File: config.mk
export PLATFORM = sky130hd
export DESIGN_NAME = seg7_scan_rx
export DESIGN_NICKNAME = d
export VERILOG_FILES = /design/src/rtl/seg7_scan_rx.sv
export SDC_FILE = /design/constraint.sdc
export NUM_CORES = 1
export LEC_CHECK = 0
export CAP_MARGIN = 10
export CORE_AREA = 2 2 85 168
export DETAILED_ROUTE_END_ITERATION = 12
export DIE_AREA = 0 0 87 170
export GPL_TIMING_DRIVEN = 1
export REMOVE_ABC_BUFFERS = 1
export SYNTH_ARGS = -nofsm -noshare
export SYNTH_HDL_FRONTEND = slang
export SYNTH_SLANG_ARGS = --single-unit
File: constraint.sdc
create_clock -name clk -period 5.05 [get_ports clk]
set_input_delay 0.505 -clock clk [delete_from_list [all_inputs] [get_ports clk]]
set_output_delay 0.505 -clock clk [all_outputs]
set_load 0.01 [all_outputs]
File: src/rtl/seg7_scan_rx.sv
// Multiplexed 7-segment bus receiver: recovers the digit value shown on each scanned position.
// Optional macro SEG7_RX_ACTIVE_LOW_EN inverts seg_in/sel_in for common-anode drivers.
module seg7_scan_rx #(
  parameter int NUM_DIGITS    = 4,
  parameter int SETTLE_CYCLES = 4,
  parameter int STABLE_SCANS  = 2
) (
  input  logic                    clk,
  input  logic                    rst,
  input  logic [6:0]              seg_in,
  input  logic [NUM_DIGITS-1:0]   sel_in,
  output logic [4*NUM_DIGITS-1:0] digits_out,
  output logic [NUM_DIGITS-1:0]   valid_out,
  output logic [NUM_DIGITS-1:0]   blank_out,
  output logic                    update_o,
  output logic                    err_sel
);

  typedef enum logic [1:0] {
    CLS_ILLEGAL = 2'd0,
    CLS_LEGAL   = 2'd1,
    CLS_BLANK   = 2'd2
  } cls_t;

  typedef struct packed {
    cls_t       cls;
    logic [3:0] val;
  } smp_t;

  localparam int               CW       = $clog2(SETTLE_CYCLES + 1);
  localparam logic [CW-1:0]    SETTLE_N = CW'(SETTLE_CYCLES);
  localparam logic [3:0]       STABLE_N = 4'(STABLE_SCANS);

  // Pattern 1011110 is shared by codes 10 and 13 on the encoder side; it resolves to 13.
  function automatic smp_t seg_decode(input logic [6:0] p);
    smp_t r;
    r.cls = CLS_LEGAL;
    r.val = 4'd0;
    case (p)
      7'b0111111: r.val = 4'd0;
      7'b0000110: r.val = 4'd1;
      7'b1011011: r.val = 4'd2;
      7'b1001111: r.val = 4'd3;
      7'b1100110: r.val = 4'd4;
      7'b1101101: r.val = 4'd5;
      7'b1111101: r.val = 4'd6;
      7'b0000111: r.val = 4'd7;
      7'b1111111: r.val = 4'd8;
      7'b1101111: r.val = 4'd9;
      7'b0111001: r.val = 4'd11;
      7'b1110110: r.val = 4'd12;
      7'b1011110: r.val = 4'd13;
      7'b1111011: r.val = 4'd14;
      7'b1111110: r.val = 4'd15;
      7'b0000000: r.cls = CLS_BLANK;
      default:    r.cls = CLS_ILLEGAL;
    endcase
    return r;
  endfunction

  function automatic logic [CW-1:0] settle_inc(input logic [CW-1:0] c);
    return (c == SETTLE_N) ? c : c + 1'b1;
  endfunction

  function automatic logic [3:0] scan_inc(input logic [3:0] c);
    return (c >= STABLE_N) ? STABLE_N : c + 4'd1;
  endfunction

  logic [6:0]            seg_raw;
  logic [NUM_DIGITS-1:0] sel_raw;

`ifdef SEG7_RX_ACTIVE_LOW_EN
  assign seg_raw = ~seg_in;
  assign sel_raw = ~sel_in;
`else
  assign seg_raw = seg_in;
  assign sel_raw = sel_in;
`endif

  // Stage p0/s: two-flop synchroniser; p2: previous-cycle copy for change detection
  logic [6:0]            seg_p0, seg_s, seg_p2;
  logic [NUM_DIGITS-1:0] sel_p0, sel_s, sel_p2;

  always_ff @(posedge clk) begin
    if (rst) begin
      seg_p0 <= '0;
      seg_s  <= '0;
      seg_p2 <= '0;
      sel_p0 <= '0;
      sel_s  <= '0;
      sel_p2 <= '0;
    end else begin
      seg_p0 <= seg_raw;
      seg_s  <= seg_p0;
      seg_p2 <= seg_s;
      sel_p0 <= sel_raw;
      sel_s  <= sel_p0;
      sel_p2 <= sel_s;
    end
  end

  logic          chg;
  logic [CW-1:0] settle_cnt;
  logic          sampled;
  logic          smp_ev;

  assign chg    = (seg_s != seg_p2) || (sel_s != sel_p2);
  // seg_p2 still holds the settled value even on the cycle a new window arrives
  assign smp_ev = (settle_cnt == SETTLE_N) && !sampled;

  always_ff @(posedge clk) begin
    if (rst) begin
      settle_cnt <= '0;
      sampled    <= 1'b0;
    end else if (chg) begin
      settle_cnt <= '0;
      sampled    <= 1'b0;
    end else begin
      settle_cnt <= settle_inc(settle_cnt);
      if (smp_ev) sampled <= 1'b1;
    end
  end

  logic onehot, multi;
  smp_t dec;

  assign onehot = (sel_p2 != '0) && ((sel_p2 & (sel_p2 - 1'b1)) == '0);
  assign multi  = (sel_p2 != '0) && !onehot;
  assign dec    = seg_decode(seg_p2);

  smp_t                  cand [NUM_DIGITS];
  logic [3:0]            mcnt [NUM_DIGITS];
  logic                  match [NUM_DIGITS];
  logic [3:0]            cnt_n [NUM_DIGITS];
  logic [NUM_DIGITS-1:0] hit, commit_n;

  always_comb begin
    hit      = '0;
    commit_n = '0;
    for (int i = 0; i < NUM_DIGITS; i++) begin
      match[i]    = (cand[i] == dec);
      cnt_n[i]    = match[i] ? scan_inc(mcnt[i]) : 4'd1;
      hit[i]      = smp_ev && onehot && sel_p2[i];
      commit_n[i] = hit[i] && (cnt_n[i] == STABLE_N) &&
                    (!match[i] || (mcnt[i] != STABLE_N));
    end
  end

  // Stage p3: per-digit stability filter and committed outputs
  always_ff @(posedge clk) begin
    if (rst) begin
      for (int i = 0; i < NUM_DIGITS; i++) begin
        cand[i] <= '0;
        mcnt[i] <= '0;
      end
      digits_out <= '0;
      valid_out  <= '0;
      blank_out  <= '0;
      update_o   <= 1'b0;
      err_sel    <= 1'b0;
    end else begin
      for (int i = 0; i < NUM_DIGITS; i++) begin
        if (hit[i]) begin
          mcnt[i] <= cnt_n[i];
          if (!match[i]) cand[i] <= dec;
        end
        if (commit_n[i]) begin
          valid_out[i] <= (dec.cls == CLS_LEGAL);
          blank_out[i] <= (dec.cls == CLS_BLANK);
          if (dec.cls == CLS_LEGAL) digits_out[4*i +: 4] <= dec.val;
        end
      end
      update_o <= |commit_n;
      err_sel  <= smp_ev && multi;
    end
  end

endmodule

==> results.sh, run 1 <==
export IMPL_core_area_um2=13440
export IMPL_synth_flop_cell="dfxtp_1"
export IMPL_pre_cts_ws_ns=1.607
export IMPL_detail_route_drc_violations=0
export IMPL_avgViaCountPerCell=5.728
export IMPL_netlist_top_cell_by_area="dfxtp_1"
export IMPL_setup_repair_after_global_routing_missed_its_margin="no"
export IMPL_syn_cell_area_um2=5255
export IMPL_synthToLayoutAreaGrowth_pct=13.74
export IMPL_irDropWorstVdd_mv=0.1601
export IMPL_clkSinkCount=103
export IMPL_mostFrequentLayoutCell="dfxtp_1"
export IMPL_die_w_um=87
export IMPL_gp_routability_congestion=1.007
export IMPL_critical_path_peak_fanout=19
export IMPL_static_leakage_power_nw=2.056
export IMPL_synth_avg_cell_area_um2=9.953
export IMPL_outcome="complete, no violations"
export IMPL_timing_critical_path_to_type="register"
export IMPL_io_pins=39
export IMPL_max_cap_viol_count=0
export IMPL_ant_nets=0
export IMPL_layout_cells_most_common_list="dfxtp_1 (63), a21oi_1 (40), edfxtp_1 (40)"
export IMPL_clock_insertion_delay_worst_skew_ns=0.35
export IMPL_combinationalPowerShare=0.063
export IMPL_finish_utilization=0.4448
export IMPL_asyncSetResetFlopFracSynth=0
export IMPL_final_fill_count=1303
export IMPL_clock_path_buffers=2
export IMPL_dr_total_vias=4078
export IMPL_initial_utilization=0.3911
export IMPL_clock_buffers_created_by_tritoncts=9
export IMPL_clock_fmax_ghz=0.2856
export IMPL_power_per_cell_area_nw_per_um2=285.3
export IMPL_min_period_over_period=0.6934
export IMPL_internal_power_mw=1.289
export IMPL_multi_input_area_um2=2595
export IMPL_antenna_cells=0
export IMPL_tns_ns=0
export IMPL_syn_inst=528
export IMPL_dr_pass1_iters=4
export IMPL_initialDrtViolationCount=225
export IMPL_netSwitchingFraction=0.2440
export IMPL_setup_viol=0
export IMPL_floorplan_die_area_um2=14790
export IMPL_final_nets=575
export IMPL_std_cell_rows=60
export IMPL_final_hold_violation_count=0
export IMPL_ys_seq_elements=103
export IMPL_netSwitchingPower_mw=0.4161
export IMPL_ff2ff_setup_slack_ns=1.55
export IMPL_grt_pass1_vias=4109
export IMPL_sequential_cell_area_um2=2462
export IMPL_cts_hold_buffers_added=0
export IMPL_ctsRootBufferMaster="clkbuf_16"
export IMPL_overflow=0
export IMPL_worst_setup_path_type="reg2reg"
export IMPL_grt_use_total=0.1845
export IMPL_grt_start_max_net_pins=65
export IMPL_finalCriticalPeriod_ns=3.502
export IMPL_dieHeight_um=170
export IMPL_synthesis_yosys_warnings=0
export IMPL_detailedPlacementHpwl_mm=9.954
export IMPL_share_seq_of_total_power=0.530
export IMPL_critPathRequiredTime_ns=5.13
export IMPL_drive_above_1_share=0.07899
export IMPL_grt_pass1_wl_mm=20.80
export IMPL_numPortBuffers=38
export IMPL_clk_pin_slew_ns=0.07
export IMPL_holdCritPathClass="reg2reg"
export IMPL_tritoncts_clock_tree="yes"
export IMPL_fin_worst_skew_ns=0.01068
export IMPL_report_final_slew_viol_count=0
export IMPL_post_cts_resized=0
export IMPL_slew_limit_headroom=0.5049
export IMPL_detail_route_wl_per_cell_um=18.27
export IMPL_postRouteWirelength_mm=13.01
export IMPL_yosys_top_cells_area="dfxtp_1 (24%), edfxtp_1 (23%), nor2b_1 (4.3%), a21oi_1 (3.8%), nand3_1 (2.9%)"
export IMPL_number_of_antenna_violations_at_the_first_check_in_global_routing=0
export IMPL_crit_path_start_kind="register"
export IMPL_synth_top_area_share=0.2400
export IMPL_h_tree_depth=3
export IMPL_worstMarginPinSlew_ns=0.7369
export IMPL_synth_yosys_seq_area_share=0.4686
export IMPL_number_of_enable_flip_flop_cells_after_synthesis=40
export IMPL_critPathArrivalTime_ns=3.58
export IMPL_netlist_cell_type_count=70
export IMPL_power_share_clock=0.407
export IMPL_setup_ws_ns=1.548
export IMPL_post_cts_repair_setup_buffers=0
[routing by layer]
layer,track usage,routed length [um]
met2,0.3465,7271
met3,0.02764,409
met5,0,0
met4,0.1135,677
met1,0.1818,4647
[flip-flops by register name, summed over array words and instances, names as in the netlist, 3 cells and up]
signal      cells
blank_out       4
cand           24
digits_out     16
mcnt           16
seg_p0          7
seg_p2          7
seg_s           7
sel_p0          4
sel_p2          4
sel_s           4
settle_cnt      3
valid_out       4
[critical path: stages (launching register included)]
cell and delay, ns:
dfxtp_1 0.74, or3b_4 0.28, a211oi_4 0.09, nor2_1 0.54
nand2_1 0.48, xnor2_1 0.45, nand3_2 0.25, a41o_1 0.39
[metrics by stage]
stage                     cell area [um^2]  std cells  hold slack (ns)  power (mW)
after floorplan                       5099        502           0.4138      0.9868
after global placement                5675        696           0.4163       1.027
after detailed placement              5675        696           0.4223       1.031
after CTS                             5977        712           0.4406       1.720
after global routing                  5977        712           0.4541       1.771
final                                 5977        712           0.4367       1.705
[kinds of logic (layout without fill, tap and decap cells)]
kind of cell / after synthesis / in the layout / synth area share
and+or+nand+nor: 226 / 226 / 0.2552
AOI/OAI and AO/OA: 117 / 117 / 0.1598
DFF: 103 / 103 / 0.4686
buffers and inverters: 40 / 66 / 0.03976
xor gates and xnor gates: 29 / 29 / 0.04833
adders and majority gates: 10 / 10 / 0.02381
muxes: 2 / 2 / 0.003810
other: 1 / 4 / 0.0007136
[worst paths after layout]
path,start,endpoint,depth (start not counted)
worst min register to register,sel_p0[2],sel_s[2],1
worst max register to register,seg_p2[0],cand[0][1],7
worst max-delay path,seg_p2[0],cand[0][1],7
worst min-delay path,sel_p0[2],sel_s[2],1
[synth_stat cells, drive strengths merged (3+ instances only)]
cell type / n
o32a: 3
a2111oi: 5
buf: 16
and2: 4
nand2b: 7
a211o: 6
and3: 11
clkbuf: 13
a311oi: 6
a21boi: 3
or2: 5
nand2: 30
xnor2: 13
xor2: 16
a211oi: 5
o22ai: 4
o21ai: 29
nor3: 13
inv: 11
or3: 4
ha: 10
edfxtp: 40
nand3b: 6
nand4: 9
and4: 6
dfxtp: 63
nand3: 31
nor4b: 3
nor2: 39
nor2b: 36
nor4: 15
a21oi: 40
[power groups by stage]
| stage | clock network (mW) | registers [mW] | logic [mW] |
|---|---|---|---|
| after floorplan | 0 | 0.917 | 0.0702 |
| after detailed placement | 0 | 0.922 | 0.109 |
| final | 0.694 | 0.903 | 0.108 |
| after CTS | 0.708 | 0.903 | 0.109 |
| after global routing | 0.744 | 0.907 | 0.120 |
| after global placement | 0 | 0.921 | 0.106 |
[final cells by class]
cell class	count	area share
Clock buffer	10	0.03998
Clock inverter	6	0.01047
Inverter	11	0.006908
Multi-Input combinational cell	388	0.4342
Sequential cell	103	0.4120
Tap cell	155	0.03245
Timing Repair Buffer	39	0.06406
No activity file was read; power rests on OpenSTA's default activity.
==> run 2, diff against run 1 <==
- clock period: 5.05 -> 2.95 ns (I/O delays scaled with it)
==> run 2 against run 1 <==
  * Die area did not move
  * Non-clock buffer count rose by 46
  * Final area rose by 6.4%
  * Clock-buffer cell count did not move
==> results.sh, run 2 (synthesis gave the netlist of run 1 again) <==
export IMPL_critical_path_reg2reg_startpoint="seg_p2[4]"
export IMPL_power_per_cell_area_nw_per_um2=463.8
export IMPL_max_cap_viol_count=0
export IMPL_overflow=0
export IMPL_slew_limit_headroom=0.5297
export IMPL_top_register="cand"
export IMPL_worstMarginPinSlew_ns=0.6991
export IMPL_die_w_um=87
export IMPL_largest_register_ffs=24
export IMPL_finalCriticalPeriod_ns=2.795
export IMPL_floorplan_die_area_um2=14790
export IMPL_antenna_cells=0
export IMPL_initial_utilization=0.3911
export IMPL_detail_route_drc_violations=0
export IMPL_clock_buffers_created_by_tritoncts=9
export IMPL_timing_critical_path_to_type="register"
export IMPL_fin_worst_skew_ns=0.006084
export IMPL_worstHoldPathCells=1
export IMPL_grt_pass1_vias=4098
export IMPL_clock_fmax_ghz=0.3578
export IMPL_worst_r2r_cell_count=8
export IMPL_p_total_mw=2.948
export IMPL_ant_nets=0
export IMPL_layout_cell_area_non_filler_um2=6357
export IMPL_io_pins=39
export IMPL_postRouteWirelength_mm=13.39
export IMPL_gp_routability_congestion=0.8944
export IMPL_worst_r2r_endpoint="cand[1][3]"
export IMPL_irDropWorstVdd_mv=0.2938
export IMPL_cts_hold_buffers_added=0
export IMPL_clkSinkCount=103
export IMPL_critPathArrivalTime_ns=2.83
export IMPL_tns_ns=0
export IMPL_min_period_over_period=0.9474
export IMPL_clock_path_buffers=2
export IMPL_tritoncts_clock_tree="yes"
export IMPL_critical_path_peak_fanout=7
export IMPL_setup_repair_after_global_routing_missed_its_margin="no"
export IMPL_h_tree_depth=3
export IMPL_outcome="complete, no violations"
export IMPL_final_nets=621
export IMPL_final_hold_violation_count=0
export IMPL_std_cell_rows=60
export IMPL_dr_total_vias=4180
export IMPL_worst_setup_path_type="reg2reg"
export IMPL_detailed_place_area_um2=6026
export IMPL_ctsRootBufferMaster="clkbuf_16"
export IMPL_crit_path_start_kind="register"
export IMPL_worst_case_hold_path_end_point="seg_s[1]"
export IMPL_initialDrtViolationCount=308
export IMPL_dieHeight_um=170
export IMPL_synthToLayoutAreaGrowth_pct=20.98
export IMPL_clk_pin_slew_ns=0.07
export IMPL_ff2ff_setup_slack_ns=0.16
export IMPL_drive_above_1_share=0.1642
export IMPL_mostFrequentLayoutCell="dfxtp_1"
export IMPL_hold_path_startpoint="seg_p0[1]"
export IMPL_layout_cells_most_common_list="dfxtp_1 (59), buf_4 (46), a21oi_1 (40), edfxtp_1 (40), nor2_1 (39)"
export IMPL_avgViaCountPerCell=5.515
export IMPL_critPathRequiredTime_ns=2.98
export IMPL_grt_use_total=0.1868
export IMPL_clock_insertion_delay_worst_skew_ns=0.35
export IMPL_static_leakage_power_nw=2.292
export IMPL_grt_pass1_wl_mm=20.89
export IMPL_number_of_antenna_violations_at_the_first_check_in_global_routing=0
export IMPL_core_area_um2=13440
export IMPL_setup_viol=0
export IMPL_detail_route_wl_per_cell_um=17.66
export IMPL_layout_top_registers="cand (24), digits_out (16), mcnt (16)"
export IMPL_holdCritPathClass="reg2reg"
export IMPL_detailedPlacementHpwl_mm=10.43
export IMPL_report_final_slew_viol_count=0
export IMPL_numPortBuffers=38
export IMPL_dr_pass1_iters=5
export IMPL_grt_start_max_net_pins=35
run 2: worst max path at each step:
stage,from,end
3_3_place_gp,seg_p2[6],blank_out[0]
2_1_floorplan,seg_p2[2],cand[1][0]
3_5_place_dp,seg_p2[6],digits_out[3]
5_1_grt,seg_p2[4],update_o
6_report,seg_p2[4],cand[1][3]
4_1_cts,seg_p2[2],cand[0][4]
run 2: cell type report:
cell class,count,area (um^2)
Fill cell,1255,7081
Multi-Input combinational cell,388,2623
Sequential cell,103,2467
Timing Repair Buffer,85,740.7
Clock buffer,10,239.0
Tap cell,155,193.9
Clock inverter,6,52.55
Inverter,11,41.29
run 2: per-layer routing:
layer	track usage	up-vias	share of wire
li1	-	2077	-
met1	0.1893	1962	0.36
met2	0.3452	107	0.54
met3	0.02473	34	0.029
met4	0.1189	0	0.063
met5	0	-	0
run 2: stage by stage:
step	std cells	util	hold slack, ns	setup slack, ns
after CTS	757	0.4707	0.4437	0.03173
after detailed placement	741	0.4484	0.4247	-0.001610
final	758	0.4731	0.4411	0.1551
after global routing	758	0.4731	0.4595	0.004847
after global placement	741	0.4484	0.4161	0.06918
after floorplan	502	-	0.3641	0.09482
run 2: worst max-delay path: stages, from the launching register on:
cell	delay, ns
dfxtp_1	0.36
buf_4	0.18
or3_1	0.40
o22ai_1	0.27
o22ai_1	0.13
a311o_1	0.39
and4_1	0.28
nand2_4	0.11
a41o_1	0.35
run 2: what timing repair did:
item | 4_1_cts | 5_1_grt
setup buffers | 0 | 1
endpoints found under the setup margin | 5 | 41
cloned | 0 | 0
pin swaps | 0 | 1
endpoints found under the hold margin | 0 | 0
gates resized for setup | 1 | 8
run 2: report_power, final:
group	internal [mW]	switching, mW	leakage (nW)
Combinational	0.105	0.129	1.22
Sequential	1.51	0.0305	0.926
Clock	0.608	0.563	0.145
Total	2.23	0.722	2.29
